$ cat src/rtl/frequency_analyzer_pkg.sv
// Shared definitions for the frequency analyzer register slave and its results reader.
package frequency_analyzer_pkg;

   // Reader FSM state encoding
   typedef enum logic [2:0] {
      StIdle,
      StAddr,
      StData,
      StPush,
      StDone
   } state_e;

   localparam logic [1:0] AXI_RESP_OKAY = 2'b00;

   // Result index of each register word, pixel-major
   localparam logic [2:0] PIXEL0_F0 = 3'd0;
   localparam logic [2:0] PIXEL0_F1 = 3'd1;
   localparam logic [2:0] PIXEL1_F0 = 3'd2;
   localparam logic [2:0] PIXEL1_F1 = 3'd3;
   localparam logic [2:0] PIXEL2_F0 = 3'd4;
   localparam logic [2:0] PIXEL2_F1 = 3'd5;

   // Register count shared with the analyzer manager
   localparam int unsigned DEFAULT_REGISTERS_NUMBER = 6;

endpackage

$ cat src/rtl/irq_edge_detector.sv
// Rising-edge pulse generator for the analyzer irq line.
// Define IRQ_SYNC_EN to insert a 2-flop synchronizer ahead of the edge detector.
module irq_edge_detector (
   input  logic clk_i,
   input  logic rst_i,
   input  logic irq_i,
   output logic edge_o
);

   logic irq_s;
   logic prev_q;

`ifdef IRQ_SYNC_EN
   logic sync1_q;
   logic sync2_q;

   // Two-flop synchronizer for an irq launched from a foreign clock
   always_ff @(posedge clk_i or posedge rst_i) begin
      if (rst_i) begin
         sync1_q <= 1'b0;
         sync2_q <= 1'b0;
      end else begin
         sync1_q <= irq_i;
         sync2_q <= sync1_q;
      end
   end

   assign irq_s = sync2_q;
`else
   assign irq_s = irq_i;
`endif

   // Remember the previous level so only a low-to-high transition fires
   always_ff @(posedge clk_i or posedge rst_i) begin
      if (rst_i) begin
         prev_q <= 1'b0;
      end else begin
         prev_q <= irq_s;
      end
   end

   assign edge_o = irq_s & ~prev_q;

endmodule

$ cat src/rtl/frequency_results_reader.sv
// AXI4-Lite read master: on each irq rising edge, reads registers 1..REGISTERS_NUMBER
// from the analyzer slave and forwards each word on an indexed valid/ready stream.
// Optional IRQ_SYNC_EN synchronizes irq (see irq_edge_detector).
module frequency_results_reader
   import frequency_analyzer_pkg::*;
#(
   parameter int unsigned C_M00_AXI_DATA_WIDTH = 32,
   parameter int unsigned C_M00_AXI_ADDR_WIDTH = 10,
   parameter int unsigned BASE_ADDR            = 0,
   parameter int unsigned REGISTERS_NUMBER     = DEFAULT_REGISTERS_NUMBER
) (
   input  logic                            m00_axi_aclk,
   input  logic                            m00_axi_areset,
   input  logic                            irq,
   output logic [C_M00_AXI_ADDR_WIDTH-1:0] m00_axi_araddr,
   output logic [2:0]                      m00_axi_arprot,
   output logic                            m00_axi_arvalid,
   input  logic                            m00_axi_arready,
   input  logic [C_M00_AXI_DATA_WIDTH-1:0] m00_axi_rdata,
   input  logic [1:0]                      m00_axi_rresp,
   input  logic                            m00_axi_rvalid,
   output logic                            m00_axi_rready,
   output logic [C_M00_AXI_DATA_WIDTH-1:0] result_data,
   output logic [2:0]                      result_index,
   output logic                            result_valid,
   input  logic                            result_ready,
   output logic                            busy,
   output logic                            done,
   output logic                            error,
   output logic                            overrun
);

   localparam logic [2:0] LastIdx = 3'(REGISTERS_NUMBER - 1);

   state_e                          state_q, state_d;
   logic [2:0]                      cnt_q, cnt_d;
   logic                            pending_q, pending_d;
   logic                            error_q, error_d;
   logic                            overrun_q, overrun_d;
   logic [C_M00_AXI_DATA_WIDTH-1:0] data_q, data_d;
   logic [2:0]                      index_q, index_d;
   logic                            irq_edge;
   logic                            start;

   irq_edge_detector u_irq_edge (
      .clk_i  (m00_axi_aclk),
      .rst_i  (m00_axi_areset),
      .irq_i  (irq),
      .edge_o (irq_edge)
   );

   assign start = (state_q == StIdle) && (irq_edge || pending_q);

   // State register; reset drops any in-flight read immediately
   always_ff @(posedge m00_axi_aclk or posedge m00_axi_areset) begin
      if (m00_axi_areset) begin
         state_q <= StIdle;
      end else begin
         state_q <= state_d;
      end
   end

   // Next-state logic: one outstanding read, then hand the word to the consumer
   always_comb begin
      state_d = state_q;
      unique case (state_q)
         StIdle:  if (irq_edge || pending_q) state_d = StAddr;
         StAddr:  if (m00_axi_arready) state_d = StData;
         StData:  if (m00_axi_rvalid) state_d = StPush;
         StPush:  if (result_ready) state_d = (cnt_q == LastIdx) ? StDone : StAddr;
         StDone:  state_d = StIdle;
         default: state_d = StIdle;
      endcase
   end

   // Datapath next-state: counter, pending/overrun bookkeeping, captured word
   always_comb begin
      cnt_d     = cnt_q;
      pending_d = pending_q;
      error_d   = error_q;
      overrun_d = overrun_q;
      data_d    = data_q;
      index_d   = index_q;

      if (state_q == StIdle) begin
         // A start consumes the pending edge; a fresh edge in the same cycle re-arms it
         pending_d = pending_q & irq_edge;
      end else if (irq_edge) begin
         if (pending_q) begin
            overrun_d = 1'b1;
         end else begin
            pending_d = 1'b1;
         end
      end

      if (start) begin
         error_d = 1'b0;
      end else if (state_q == StData && m00_axi_rvalid) begin
         data_d  = m00_axi_rdata;
         index_d = cnt_q;
         error_d = error_q | (m00_axi_rresp != AXI_RESP_OKAY);
      end

      if (state_q == StPush && result_ready && cnt_q != LastIdx) begin
         cnt_d = cnt_q + 3'd1;
      end else if (state_q == StDone) begin
         cnt_d = 3'd0;
      end
   end

   // Datapath registers
   always_ff @(posedge m00_axi_aclk or posedge m00_axi_areset) begin
      if (m00_axi_areset) begin
         cnt_q     <= 3'd0;
         pending_q <= 1'b0;
         error_q   <= 1'b0;
         overrun_q <= 1'b0;
         data_q    <= '0;
         index_q   <= 3'd0;
      end else begin
         cnt_q     <= cnt_d;
         pending_q <= pending_d;
         error_q   <= error_d;
         overrun_q <= overrun_d;
         data_q    <= data_d;
         index_q   <= index_d;
      end
   end

   // Outputs decoded from state; address is held stable for the whole ADDR phase
   always_comb begin
      m00_axi_arvalid = 1'b0;
      m00_axi_rready  = 1'b0;
      m00_axi_araddr  = '0;
      result_valid    = 1'b0;
      done            = 1'b0;
      busy            = 1'b0;
      unique case (state_q)
         StAddr: begin
            m00_axi_arvalid = 1'b1;
            m00_axi_araddr  = C_M00_AXI_ADDR_WIDTH'(BASE_ADDR)
                            + C_M00_AXI_ADDR_WIDTH'({cnt_q + 3'd1, 2'b00});
            busy            = 1'b1;
         end
         StData: begin
            m00_axi_rready = 1'b1;
            busy           = 1'b1;
         end
         StPush: begin
            result_valid = 1'b1;
            busy         = 1'b1;
         end
         StDone:  done = 1'b1;
         default: ;
      endcase
   end

   assign m00_axi_arprot = 3'b000;
   assign result_data    = data_q;
   assign result_index   = index_q;
   assign error          = error_q;
   assign overrun        = overrun_q;

endmodule

$ cat config.mk
export PLATFORM = sky130hd
export DESIGN_NAME = frequency_results_reader
export DESIGN_NICKNAME = d
export VERILOG_FILES = /design/src/rtl/frequency_analyzer_pkg.sv /design/src/rtl/irq_edge_detector.sv /design/src/rtl/frequency_results_reader.sv
export SDC_FILE = /design/constraint.sdc
export NUM_CORES = 1
export LEC_CHECK = 0
export BUFFER_PORTS_ARGS = -buffer_cell sky130_fd_sc_hd__buf_4
export CORE_ASPECT_RATIO = 1.1
export CORE_MARGIN = 4
export CORE_UTILIZATION = 41
export DETAILED_ROUTE_END_ITERATION = 10
export PLACE_DENSITY = 0.75
export SLEW_MARGIN = 20
export SYNTH_ARGS = -nofsm -noshare
export SYNTH_HDL_FRONTEND = slang
export SYNTH_SLANG_ARGS = --single-unit
$ cat constraint.sdc
create_clock -name m00_axi_aclk -period 1.4 [get_ports m00_axi_aclk]
set_input_delay 0.07 -clock m00_axi_aclk [delete_from_list [all_inputs] [get_ports m00_axi_aclk]]
set_output_delay 0.07 -clock m00_axi_aclk [all_outputs]
set_load 0.01 [all_outputs]
==> flow_summary.ini <==
[outcome]
status = finished, violations left
violations = setup timing

[hold_path]
whs_path_depth = 2
hold_start = m00_axi_rdata[15]
min_to = result_data[15]$_DFFE_PP0P_
hold_path_class = primary input to flop

[synth]
yosysTopAreaCell = dfrtp_1
synth_edf_count = 0
seq_area_frac_synth = 0.561
synth.cell_area_um2 = 2010
synth-seq-cells = 45
syn-instance-count = 144
synth_async_sr_flop_share = 1.00
yosys_warnings = 0
synth_top_area_share = 0.561
synth.avg_cell_area_um2 = 13.9
synthTopCellsByArea = dfrtp_1 56%, mux2_2 17%, buf_4 4.1%
synth_cell_types = 34
synth_ff_type = dfrtp_1

[sta]
finalSetupViolations = 44
slew_violations = 0
period_needed_ps = 1590
hold_ws_ps = 6.64
setup_ws_ps = -187
period_share = 1.13
grt_setup_unrepaired = true
skew_ps = 5.40
finalSetupTns_ps = -6300
fmax_mhz = 630
finalHoldViolations = 0

[global_route]
grt_pass1_vias = 1565
grt_pass1_wl_um = 7250
grt_max_degree = 37
overflow = 0
grt_util_all_layers = 0.157
antenna_found_initial = 0

[drt]
dr.pass1.iters = 4
route.detailed.drc = 0
first_iter_violations = 56
drt-wirelength-per-cell_um = 16.6
avgViaCountPerCell = 4.76
ant_nets = 0
drt-total-wl_um = 5540
vias = 1585

[power_and_ir_drop]
p_per_area_nw_per_um2 = 2070
p_leak_nw = 1.72
ir_drop_mv = 1.22

[place]
place_hpwl_um = 3320
place_inst = 285
portBuffers = 84
gp_congestion = 0.770

[critical_path]
ff2ff_setup_slack_ps = -180
cp.required_ps = 1330
worstPathMaxFanout = 3
worstRegToRegCells = 5
worstSetupPathType = flop to output pin
crit_arrival_ps = 1520
r2r_start = state_q[2]$_DFFE_PP0P_
crit_path_end_kind = output pin
worstSetupStartpointType = flop
r2r_end = result_data[5]$_DFFE_PP0P_

[clock_tree]
clk_latency_ps = 290
clock_sinks = 45
cts_made_buffers = 5
clkTransAtPathRegs_ps = 80
cts_tree = done
htreeDepth = 2
cts_buffer_depth = 2
clockRootBuffer = clkbuf_8

[cells_and_area]
final_core_utilization = 0.735
final_common_cell = buf_4
multi_input_area_um2 = 912
most-common-layout-cells = 90 x buf_4, 45 x dfrtp_1, 35 x mux2_4
area_growth_syn_to_layout_pct = 71.5
nFillCells = 324
stdcell_count = 333
num-nets-final = 317
drive_gt1_frac = 0.594
seqCellArea_um2 = 1130

[run]
drv_cap = 0

[floorplanning]
io_pins = 95
fp.dieH_um = 81.4
dieArea_um2 = 6080
fp-row-count = 26
coreArea_um2 = 4680
start_util = 0.429
die_w_um = 74.7
cell usage after synthesis, types with 2 or more instances:
cell type and number:
a21boi_0 2, a31o_2 2, buf_4 11, buf_6 2, buf_8 2, dfrtp_1 45
ha_1 2, inv_1 5, mux2_1 4, mux2_2 31, nand2_1 4, nor2_1 6
nor2b_1 4, nor3b_1 2, o21a_1 2, or3b_2 2
through the flow:
stage	area, um2	power [W]	setup slack (ps)
after floorplan	2130	0.00403	-92.7
after global placement	2770	0.00533	-103
after detailed placement	2770	0.00542	-136
after CTS	3090	0.00680	-232
after global routing	3440	0.00755	-253
final	3440	0.00713	-187
state kept, by name, indices dropped and copies added (netlist names):
name,cells
cnt_q,3
result_data,32
result_index,3
u_irq_edge.prev_q,1
overrun,1
pending_q,1
error,1
state_q,3
metal layers:
metal  track usage  share of wire
met1         0.190           0.38
met2         0.264           0.54
met3        0.0408          0.056
met4        0.0605          0.022
met5             0              0
final cells by class:
| type | count | share of cell area |
|---|---|---|
| well taps | 56 | 0.0203 |
| diodes | 1 | 0.000727 |
| inverters | 5 | 0.00545 |
| repair buffers | 133 | 0.343 |
| flip-flops and latches | 45 | 0.327 |
| clock buffers | 5 | 0.0200 |
| multi-input cells | 85 | 0.265 |
| clock inverters | 3 | 0.0189 |
worst max-delay path, cell delays in order (launching register included):
cell     delay (ps)
dfrtp_1         410
buf_6           120
or3b_4          410
inv_2            70
o21a_1          110
buf_4           110
worst max path at each step:
stage	cells past startpoint	slack (ps)	to	from
floorplan	5	-90	result_data[0]$_DFFE_PP0P_	state_q[2]$_DFFE_PP0P_
global placement	3	-100	result_data[10]$_DFFE_PP0P_	state_q[0]$_DFFE_PP0P_
detailed placement	3	-140	result_data[11]$_DFFE_PP0P_	state_q[0]$_DFFE_PP0P_
CTS	4	-230	result_data[11]$_DFFE_PP0P_	state_q[0]$_DFFE_PP0P_
global route	5	-250	result_data[5]$_DFFE_PP0P_	state_q[2]$_DFFE_PP0P_
finish	5	-190	m00_axi_araddr[4]	state_q[1]$_DFFE_PP0P_
kinds of logic after synthesis:
group,synth area share
other,0.00187
flip-flops,0.561
multiplexers,0.201
AO/OA/AOI/OAI,0.0480
AND/OR/NAND/NOR,0.0797
adder cells (fa/ha/maj),0.0174
buffers and inverters,0.0910
power by group:
group	total [W]	switching, W	internal (W)	leakage (nW)
Sequential	0.00233	0.000415	0.00192	0.538
Combinational	0.00366	0.00136	0.00230	1.12
Clock	0.00114	0.000429	0.000709	0.0681
Total	0.00713	0.00220	0.00492	1.72
repair_timing:
item / CTS / global route
hold buffers: 10 / 17
endpoints found under the hold margin: 28 / 17
gates resized for setup: 15 / 23
buffers inserted: 4 / 4
setup endpoints to repair: 45 / 49
cloned: 0 / 4
pin swaps: 7 / 5
(Power assumes the default switching activity.)
